`src/rtl/stream_dwc_pkg.sv`:
```
// Shared constants and helpers for the stream width packer.
package stream_dwc_pkg;
  localparam int RATIO_MIN = 2;
  localparam int RATIO_MAX = 16;
  localparam logic PAD_BIT = 1'b0;

  function automatic int lane_w(input int ratio);
    return ($clog2(ratio) < 1) ? 1 : $clog2(ratio);
  endfunction
endpackage

```
`src/rtl/stream_dwc_pack_if.sv`:
```
// AXI-stream style valid/ready channel; master drives data/valid, slave drives ready.
interface stream_dwc_pack_if #(parameter int W = 8);
  logic [W-1:0] TDATA;
  logic         TVALID;
  logic         TREADY;

  modport master (output TDATA, output TVALID, input TREADY);
  modport slave  (input TDATA, input TVALID, output TREADY);
endinterface

```
`src/rtl/stream_dwc_pack_out_reg.sv`:
```
// Single-slot output register; 1-cycle latency, accepts a load whenever empty or draining.
module stream_out_reg #(
  parameter int W = 32
) (
  input  logic         clk,
  input  logic         rst,
  input  logic         i_load,
  input  logic [W-1:0] i_dat,
  output logic         o_free,
  output logic         o_vld,
  input  logic         i_rdy,
  output logic [W-1:0] o_dat
);
  logic         r_vld;
  logic [W-1:0] r_dat;

  assign o_free = !r_vld || i_rdy;
  assign o_vld  = r_vld;
  assign o_dat  = r_dat;

  // Callers only load when o_free, so a load always overwrites a drained slot.
  always_ff @(posedge clk or posedge rst) begin
    if (rst) begin
      r_vld <= 1'b0;
      r_dat <= '0;
    end else if (i_load) begin
      r_vld <= 1'b1;
      r_dat <= i_dat;
    end else if (i_rdy) begin
      r_vld <= 1'b0;
    end
  end
endmodule

```
`src/rtl/stream_dwc_pack.sv`:
```
// Packs RATIO IN_W-bit beats little-endian into one word, 1 cycle after the last beat; input stalls
// only at the final lane while a word is held. STREAM_DWC_FLUSH_EN adds flush/TLAST for partial words.
module stream_dwc_pack
  import stream_dwc_pkg::*;
#(
  parameter int IN_W  = 8,
  parameter int RATIO = 4
) (
  input  logic                     ap_clk,
  input  logic                     ap_rst,
  stream_dwc_pack_if.slave         in0_V_V,
  stream_dwc_pack_if.master        out_V_V,
`ifdef STREAM_DWC_FLUSH_EN
  input  logic                     flush,
  output logic                     out_V_V_TLAST,
`endif
  output logic [lane_w(RATIO)-1:0] lane
);
  localparam int OUT_W = IN_W * RATIO;
  localparam int LW    = lane_w(RATIO);
  localparam logic [LW-1:0] LAST_LANE = LW'(RATIO - 1);
`ifdef STREAM_DWC_FLUSH_EN
  localparam int SLOT_W = OUT_W + 1;
`else
  localparam int SLOT_W = OUT_W;
`endif

  if (RATIO < RATIO_MIN || RATIO > RATIO_MAX) begin : g_bad_ratio
    $error("stream_dwc_pack: RATIO out of range");
  end

  logic [LW-1:0]              r_lane;
  logic [RATIO-2:0][IN_W-1:0] r_acc;
  logic [RATIO-1:0][IN_W-1:0] w_word;
  logic [SLOT_W-1:0]          w_slot_din;
  logic [SLOT_W-1:0]          w_slot_dout;
  logic w_free, w_in_rdy, w_in_hs, w_full, w_load, w_flush_fire;

`ifdef STREAM_DWC_FLUSH_EN
  assign w_in_rdy     = flush ? w_free : ((r_lane != LAST_LANE) || w_free);
  assign w_flush_fire = flush && w_free && ((r_lane != '0) || w_in_hs);
  assign w_slot_din   = {w_flush_fire, w_word};
  assign out_V_V_TLAST = w_slot_dout[OUT_W];
`else
  assign w_in_rdy     = (r_lane != LAST_LANE) || w_free;
  assign w_flush_fire = 1'b0;
  assign w_slot_din   = w_word;
`endif

  assign in0_V_V.TREADY = w_in_rdy;
  assign w_in_hs        = in0_V_V.TVALID && w_in_rdy;
  assign w_full         = w_in_hs && (r_lane == LAST_LANE);
  assign w_load         = w_full || w_flush_fire;
  assign lane           = r_lane;
  assign out_V_V.TDATA  = w_slot_dout[OUT_W-1:0];

  // Lanes not yet filled stay zero, so a flushed word is padded rather than carrying stale data.
  always_comb begin
    w_word = {OUT_W{PAD_BIT}};
    for (int k = 0; k < RATIO - 1; k++) begin
      if (k < int'(r_lane)) w_word[k] = r_acc[k];
    end
    for (int k = 0; k < RATIO; k++) begin
      if (w_in_hs && (k == int'(r_lane))) w_word[k] = in0_V_V.TDATA;
    end
  end

  always_ff @(posedge ap_clk or posedge ap_rst) begin
    if (ap_rst) begin
      r_lane <= '0;
      r_acc  <= '0;
    end else begin
      if (w_in_hs && (r_lane != LAST_LANE)) r_acc[r_lane] <= in0_V_V.TDATA;
      if (w_load)       r_lane <= '0;
      else if (w_in_hs) r_lane <= r_lane + LW'(1);
    end
  end

  stream_out_reg #(.W(SLOT_W)) u_out_reg (
    .clk    (ap_clk),
    .rst    (ap_rst),
    .i_load (w_load),
    .i_dat  (w_slot_din),
    .o_free (w_free),
    .o_vld  (out_V_V.TVALID),
    .i_rdy  (out_V_V.TREADY),
    .o_dat  (w_slot_dout)
  );
endmodule

```
`src/flat_wrapper.sv`:
```
// flat-port wrapper written by rule: the top's interface ports become plain ports
module stream_dwc_pack_flat import stream_dwc_pkg::*;
#(
  parameter int IN_W  = 8,
  parameter int RATIO = 4
)
  (ap_clk, ap_rst, lane, in0_V_V_TDATA, in0_V_V_TVALID, in0_V_V_TREADY, out_V_V_TDATA, out_V_V_TVALID, out_V_V_TREADY);
  stream_dwc_pack_if #(.W(IN_W)) in0_V_V_i ();
  stream_dwc_pack_if #(.W((IN_W * RATIO))) out_V_V_i ();
  input  logic ap_clk;
  input  logic ap_rst;
  output logic [lane_w(RATIO)-1:0] lane;
  input wire logic [$bits(in0_V_V_i.TDATA)-1:0] in0_V_V_TDATA;
  input wire logic [$bits(in0_V_V_i.TVALID)-1:0] in0_V_V_TVALID;
  output wire logic [$bits(in0_V_V_i.TREADY)-1:0] in0_V_V_TREADY;
  output wire logic [$bits(out_V_V_i.TDATA)-1:0] out_V_V_TDATA;
  output wire logic [$bits(out_V_V_i.TVALID)-1:0] out_V_V_TVALID;
  input wire logic [$bits(out_V_V_i.TREADY)-1:0] out_V_V_TREADY;
  assign in0_V_V_i.TDATA = in0_V_V_TDATA;
  assign in0_V_V_i.TVALID = in0_V_V_TVALID;
  assign in0_V_V_TREADY = in0_V_V_i.TREADY;
  assign out_V_V_TDATA = out_V_V_i.TDATA;
  assign out_V_V_TVALID = out_V_V_i.TVALID;
  assign out_V_V_i.TREADY = out_V_V_TREADY;
  stream_dwc_pack #(.IN_W(IN_W), .RATIO(RATIO)) u_core (.ap_clk(ap_clk), .ap_rst(ap_rst), .in0_V_V(in0_V_V_i), .out_V_V(out_V_V_i), .lane(lane));
endmodule
```
`config.mk`:
```
export PLATFORM = sky130hd
export DESIGN_NAME = stream_dwc_pack_flat
export DESIGN_NICKNAME = d
export VERILOG_FILES = /design/src/rtl/stream_dwc_pkg.sv /design/src/rtl/stream_dwc_pack_if.sv /design/src/rtl/stream_dwc_pack_out_reg.sv /design/src/rtl/stream_dwc_pack.sv /design/src/flat_wrapper.sv
export SDC_FILE = /design/constraint.sdc
export NUM_CORES = 1
export LEC_CHECK = 0
export CORE_ASPECT_RATIO = 1.25
export CORE_MARGIN = 5
export CORE_UTILIZATION = 43
export CTS_CLUSTER_SIZE = 24
export DETAILED_ROUTE_END_ITERATION = 7
export PLACE_DENSITY = 0.69
export SYNTH_ARGS = -nofsm -noshare
export SYNTH_HDL_FRONTEND = slang
export SYNTH_SLANG_ARGS = --single-unit
export TNS_END_PERCENT = 20
```
`constraint.sdc`:
```
create_clock -name ap_clk -period 4.65 [get_ports ap_clk]
set_input_delay 0.93 -clock ap_clk [delete_from_list [all_inputs] [get_ports ap_clk]]
set_output_delay 0.93 -clock ap_clk [all_outputs]
set_load 0.03 [all_outputs]
```
* Word level (Yosys, flattened, before mapping)
Index checks and enable logic that the tools add are counted.
Word-level totals: register bits 59, input bits 12, logic and storage cells 45
Operators by class: $add $sub $neg 1, order comparisons 5, equality and inequality tests 5, mux-type cells 14, reductions and logical operators 14
Operators with widths (number):
- $mux W8 | 8
- $bwmux W24 | 1
- $demux W8 S2 | 1
- $logic_and A1 B1 Y1 | 8
- $eq A2 B2 Y1 const A | 2
- $lt A1 B2 Y1 const A | 2
- $mux W2 | 2
- $reduce_bool A2 Y1 | 2
- $lt A2 B3 Y1 const B | 1
- $add A2 B1 Y2 const B | 1
- $eq A1 B2 Y1 const A | 1
- $eq A2 B2 Y1 const B | 1
- $ge A2 B1 Y1 const B | 1
- $logic_not A2 Y1 | 1
- $logic_or A1 B1 Y1 | 2
- $lt A2 B2 Y1 const A | 1
- $mux W1 | 2
- $ne A2 B2 Y1 const B | 1
- $logic_not A1 Y1 | 1

* Longest topological paths before layout
depth after elaboration 6, depth in mapped cells 7

* By module
A second synthesis with hierarchy kept.
Unflattened totals: cell total of the unflattened synthesis 205, area total of the unflattened synthesis 2859.0 µm²
By module, submodules not included:
- stream_dwc_pack | times used 1, cells an instance 133, area each 1476.4 µm², sequential area each 650.6 µm²
- stream_out_reg | times used 1, cells an instance 72, area each 1382.6 µm², sequential area each 825.8 µm²

* Worst setup path before layout
No wires, ideal clock.
path type in2out, from in out_V_V_TREADY, to out in0_V_V_TREADY, data arrival time 1.296 ns, setup slack 2.424 ns, stages 1, buffers on the path 0, cells stage by stage nand3b_1
Between the ends: cells in the longest elaborated chain, start to end 2
RTL lines:
- start, declared | line flat_wrapper.sv:18 | input wire logic [$bits(out_V_V_i.TREADY)-1:0] out_V_V_TREADY;
- $logic_or A1 B1 Y1 | line stream_dwc_pack_out_reg.sv:17 | assign o_free = !r_vld || i_rdy;
- $logic_or A1 B1 Y1 | line stream_dwc_pack.sv:45 | assign w_in_rdy = (r_lane != LAST_LANE) || w_free;
- end, declared | line flat_wrapper.sv:15 | output wire logic [$bits(in0_V_V_i.TREADY)-1:0] in0_V_V_TREADY;
Every way passes these cells.

* Final worst setup path
Same ends and word-level chain as after synthesis.

==> tab_implementation.tex <==
\begin{tabular}{lr}
\hline
Metric & Value \\
\hline
\multicolumn{2}{l}{\textbf{CTS}} \\
TritonCTS sink count & 59 \\
Clock Tree Buf Depth & 2 \\
Clock root buffer & sky130\_fd\_sc\_hd\_\_clkbuf\_8 \\
Clock latency on the worst-skew pair & 0.33 ns \\
H-tree levels & 3 \\
Postcts setup bufs & 0 \\
CTS hold repair buffers & 0 \\
CTS tree & done \\
\# resized after CTS & 0 \\
Inserted Clock Buffers & 9 \\
Worst-path clk slew & 0.06 ns \\
\multicolumn{2}{l}{\textbf{Cells and area}} \\
Fraction of final layout cells sized beyond drive strength 1 & 35.4\% \\
Final antenna diode count & 0 \\
Count of non-filler cells in the finished layout & 331 \\
Layout overhead on the synthesized area & 25.6\% \\
Net count, final & 258 \\
\multicolumn{2}{l}{\textbf{Drt}} \\
Detailed route wirelength on metal2 & 2670 um \\
Post-DRT Antenna Nets & 0 \\
Per-cell via count in the routed design & 4.87 \\
Post-detailed-route wirelength per cell & 15.9 um \\
Total length of routed met3 wires & 187 um \\
DR pass1 iterations & 4 \\
Total vias in the final route & 1612 \\
Initial DRC count & 88 \\
Total Routed Length & 5280 um \\
Top metal layer carrying routed signals & met4 \\
Total DRC errors in the routed layout & 0 \\
Met1 routed wirelength after detailed routing & 2350 um \\
\multicolumn{2}{l}{\textbf{Hold path}} \\
Startpoint of the lowest-slack hold path & u\_core.r\_acc[7] \\
Worst hold path type & reg -> reg \\
Hold-critical path depth & 1 \\
Hold Crit Endpoint & u\_core.r\_acc[7] \\
\multicolumn{2}{l}{\textbf{Power}} \\
Switching Fraction & 35.4\% \\
Share of total power in the clock network & 18.2\% \\
Power density over the cells & 768 nW/um\^{}2 \\
Comb power frac & 47.8\% \\
Internal power & 1.72 mW \\
Static Leakage & 1.53 nW \\
Total net switching power & 941 uW \\
Sequential share of power & 34.0\% \\
Worst VDD drop & 0.000385 V \\
Pwr Total & 2.66 mW \\
\multicolumn{2}{l}{\textbf{STA}} \\
Worst Skew & 0.00454 ns \\
Fin. max-slew vios & 0 \\
Worst slew margin relative to its limit & 38.4\% \\
Setup repair after global routing missed its margin & no \\
Final critical delay including setup and external delays & 3.20 ns \\
Slew at the pin closest to its max-slew limit & 0.922 ns \\
Setup total negative slack & 0 ns \\
Final setup viols & 0 \\
Final hold viol count & 0 \\
Max Fclk & 313 MHz \\
Period utilisation layout & 68.8\% \\
\multicolumn{2}{l}{\textbf{Job}} \\
Max-cap violations & 0 \\
\multicolumn{2}{l}{\textbf{Placement}} \\
Cell total after placement & 315 \\
Final HPWL DP & 3550 um \\
Weighted congestion at the end of routability-driven global placement & 0.707 \\
Number of buffers added on ports & 47 \\
\multicolumn{2}{l}{\textbf{Synth}} \\
EDFF count, synth & 0 \\
Warnings from Yosys & 0 \\
Flip-flop and latch count after synthesis & 59 \\
Distinct cell type count of the synthesized netlist & 24 \\
Most frequently used flop master after synthesis & sky130\_fd\_sc\_hd\_\_dfrtp\_1 \\
Post-Synthesis Net Count & 207 \\
Async set or reset register ratio after synthesis & 100\% \\
Sequential cell area fraction in the yosys report & 53.6\% \\
Avg Synthesized Cell Area & 14.5 um\^{}2 \\
Area of the mapped netlist & 2760 um\^{}2 \\
Synthesized instance count & 190 \\
\multicolumn{2}{l}{\textbf{Setup path}} \\
Critical path required time & 3.72 ns \\
Critical path type & in -> out \\
Startpoint kind of the worst setup timing path & primary input \\
Critical Path AT & 2.27 ns \\
Cell count of the worst reg-to-reg path & 5 \\
Crit. End Element & output port \\
Slack of the worst reg-to-reg path & 2.27 ns \\
Top fanout value on the critical path & 4 \\
Worst reg2reg path endpoint & u\_core.u\_out\_reg.o\_dat[9] \\
Startpoint of the worst-slack reg-to-reg timing path & u\_core.lane[1] \\
\multicolumn{2}{l}{\textbf{Global route}} \\
Tot GR Track Use & 15.0\% \\
Global-route wire length before repair & 9190 um \\
Number of global-route vias before repair & 1850 \\
Number of antenna violations at the first check in global routing & 0 \\
Gr ovfl total & 0 \\
Maximum number of pins on one net before global-route repair & 38 \\
\multicolumn{2}{l}{\textbf{Floorplanning}} \\
Placeable core region & 6210 um\^{}2 \\
Die height & 99.5 um \\
Effective utilization at floorplan & 44.4\% \\
Num rows & 32 \\
\# IOs & 48 \\
Chip width & 81.6 um \\
Area of the die & 8120 um\^{}2 \\
\multicolumn{2}{l}{\textbf{Outcome}} \\
Run status & finished, final reports clean \\
\hline
\end{tabular}
state kept, by name, summed over array words and instances, names as in the netlist:
name	cells
u_core.r_acc	24
u_core.u_out_reg.o_dat	32
u_core.u_out_reg.o_vld	1
u_core.lane	2
cell usage after synthesis, types with 2 or more instances:
master	n	area (um^2)
sky130_fd_sc_hd__a22o_1	6	52.6
sky130_fd_sc_hd__buf_12	3	60.1
sky130_fd_sc_hd__buf_2	2	10.0
sky130_fd_sc_hd__clkbuf_1	2	7.51
sky130_fd_sc_hd__dfrtp_1	59	1480
sky130_fd_sc_hd__ha_1	5	62.6
sky130_fd_sc_hd__inv_1	3	11.3
sky130_fd_sc_hd__mux2_2	33	372
sky130_fd_sc_hd__mux2_4	30	450
sky130_fd_sc_hd__nand2_1	21	78.8
sky130_fd_sc_hd__nand2_2	4	25.0
sky130_fd_sc_hd__o21ai_0	10	50.1
routing by layer:
layer	up-vias	track usage, %
met5	-	0
li1	765	-
met1	809	19.7
met2	33	23.3
met4	0	6.91
met3	5	3.62
per-stage QoR:
stage	util, %	instance area (um^2)	hold WS (ns)	worst slack, ns
6_report	55.8	3460	0.494	1.45
5_1_grt	55.8	3460	0.517	1.40
4_1_cts	55.8	3460	0.500	1.44
3_5_place_dp	52.5	3260	0.485	1.45
3_3_place_gp	52.5	3260	0.472	1.47
2_1_floorplan	-	2760	0.460	2.26
power groups by stage:
stage | combinational [mW] | sequential [mW] | clock [mW]
6_report | 1.27 | 0.904 | 0.484
4_1_cts | 1.29 | 0.906 | 0.492
5_1_grt | 1.37 | 0.940 | 0.520
3_5_place_dp | 1.29 | 0.911 | 0
2_1_floorplan | 0.660 | 1.15 | 0
3_3_place_gp | 1.27 | 0.907 | 0
layout make-up:
class	instances	area [um^2]
clock buffers	15	176
inverters	3	11.3
repair buffers	49	485
fillers	534	2740
flip-flops and latches	59	1480
multi-input cells	119	1180
clock inverters	1	30.0
well taps	85	106
worst max-delay path, stage by stage:
cell and delay (ns):
sky130_fd_sc_hd__clkdlybuf4s50_1 0.47, sky130_fd_sc_hd__nand3b_1 0.17, sky130_fd_sc_hd__clkdlybuf4s50_1 0.70
how the worst max path moves through the flow:
stage | start | end | slack (ns) | depth (start not counted)
2_1_floorplan | ap_rst | u_core.lane[0] | 2.26 | 1
3_3_place_gp | out_V_V_TREADY | in0_V_V_TREADY | 1.47 | 3
3_5_place_dp | out_V_V_TREADY | in0_V_V_TREADY | 1.45 | 3
4_1_cts | out_V_V_TREADY | in0_V_V_TREADY | 1.44 | 3
5_1_grt | out_V_V_TREADY | in0_V_V_TREADY | 1.40 | 3
6_report | out_V_V_TREADY | in0_V_V_TREADY | 1.45 | 3
placed cells by master (no fill, tap or decap):
cell                              Yosys  routed
sky130_fd_sc_hd__dfrtp_1             59      59
sky130_fd_sc_hd__clkdlybuf4s50_1      0      47
sky130_fd_sc_hd__mux2_2              33      33
sky130_fd_sc_hd__mux2_4              30      30
sky130_fd_sc_hd__nand2_1             21      21
sky130_fd_sc_hd__clkbuf_8             0      12
sky130_fd_sc_hd__o21ai_0             10      10
sky130_fd_sc_hd__a22o_1               6       6
sky130_fd_sc_hd__ha_1                 5       5
sky130_fd_sc_hd__nand2_2              4       4
sky130_fd_sc_hd__clkbuf_1             2       3
sky130_fd_sc_hd__inv_1                3       2
sky130_fd_sc_hd__buf_4                0       2
sky130_fd_sc_hd__and2b_2              1       1
sky130_fd_sc_hd__nand3b_1             1       1
sky130_fd_sc_hd__a21oi_1              1       1
sky130_fd_sc_hd__a31o_2               1       1
sky130_fd_sc_hd__mux2_1               1       1
sky130_fd_sc_hd__nand2b_4             1       1
sky130_fd_sc_hd__nor2b_4              1       1
sky130_fd_sc_hd__nor2b_1              1       1
sky130_fd_sc_hd__inv_2                0       1
sky130_fd_sc_hd__nor2_1               1       1
sky130_fd_sc_hd__a31oi_1              1       1
sky130_fd_sc_hd__bufinv_16            0       1
cells by family after synthesis:
group	after synthesis	share of synthesized area, %
AOI/OAI and AO/OA	19	4.45
buffers and inverters	12	3.77
muxes	64	30.2
DFF	59	53.6
and+or+nand+nor	31	5.72
adders and majority gates	5	2.27
(Power assumes the default switching activity.)
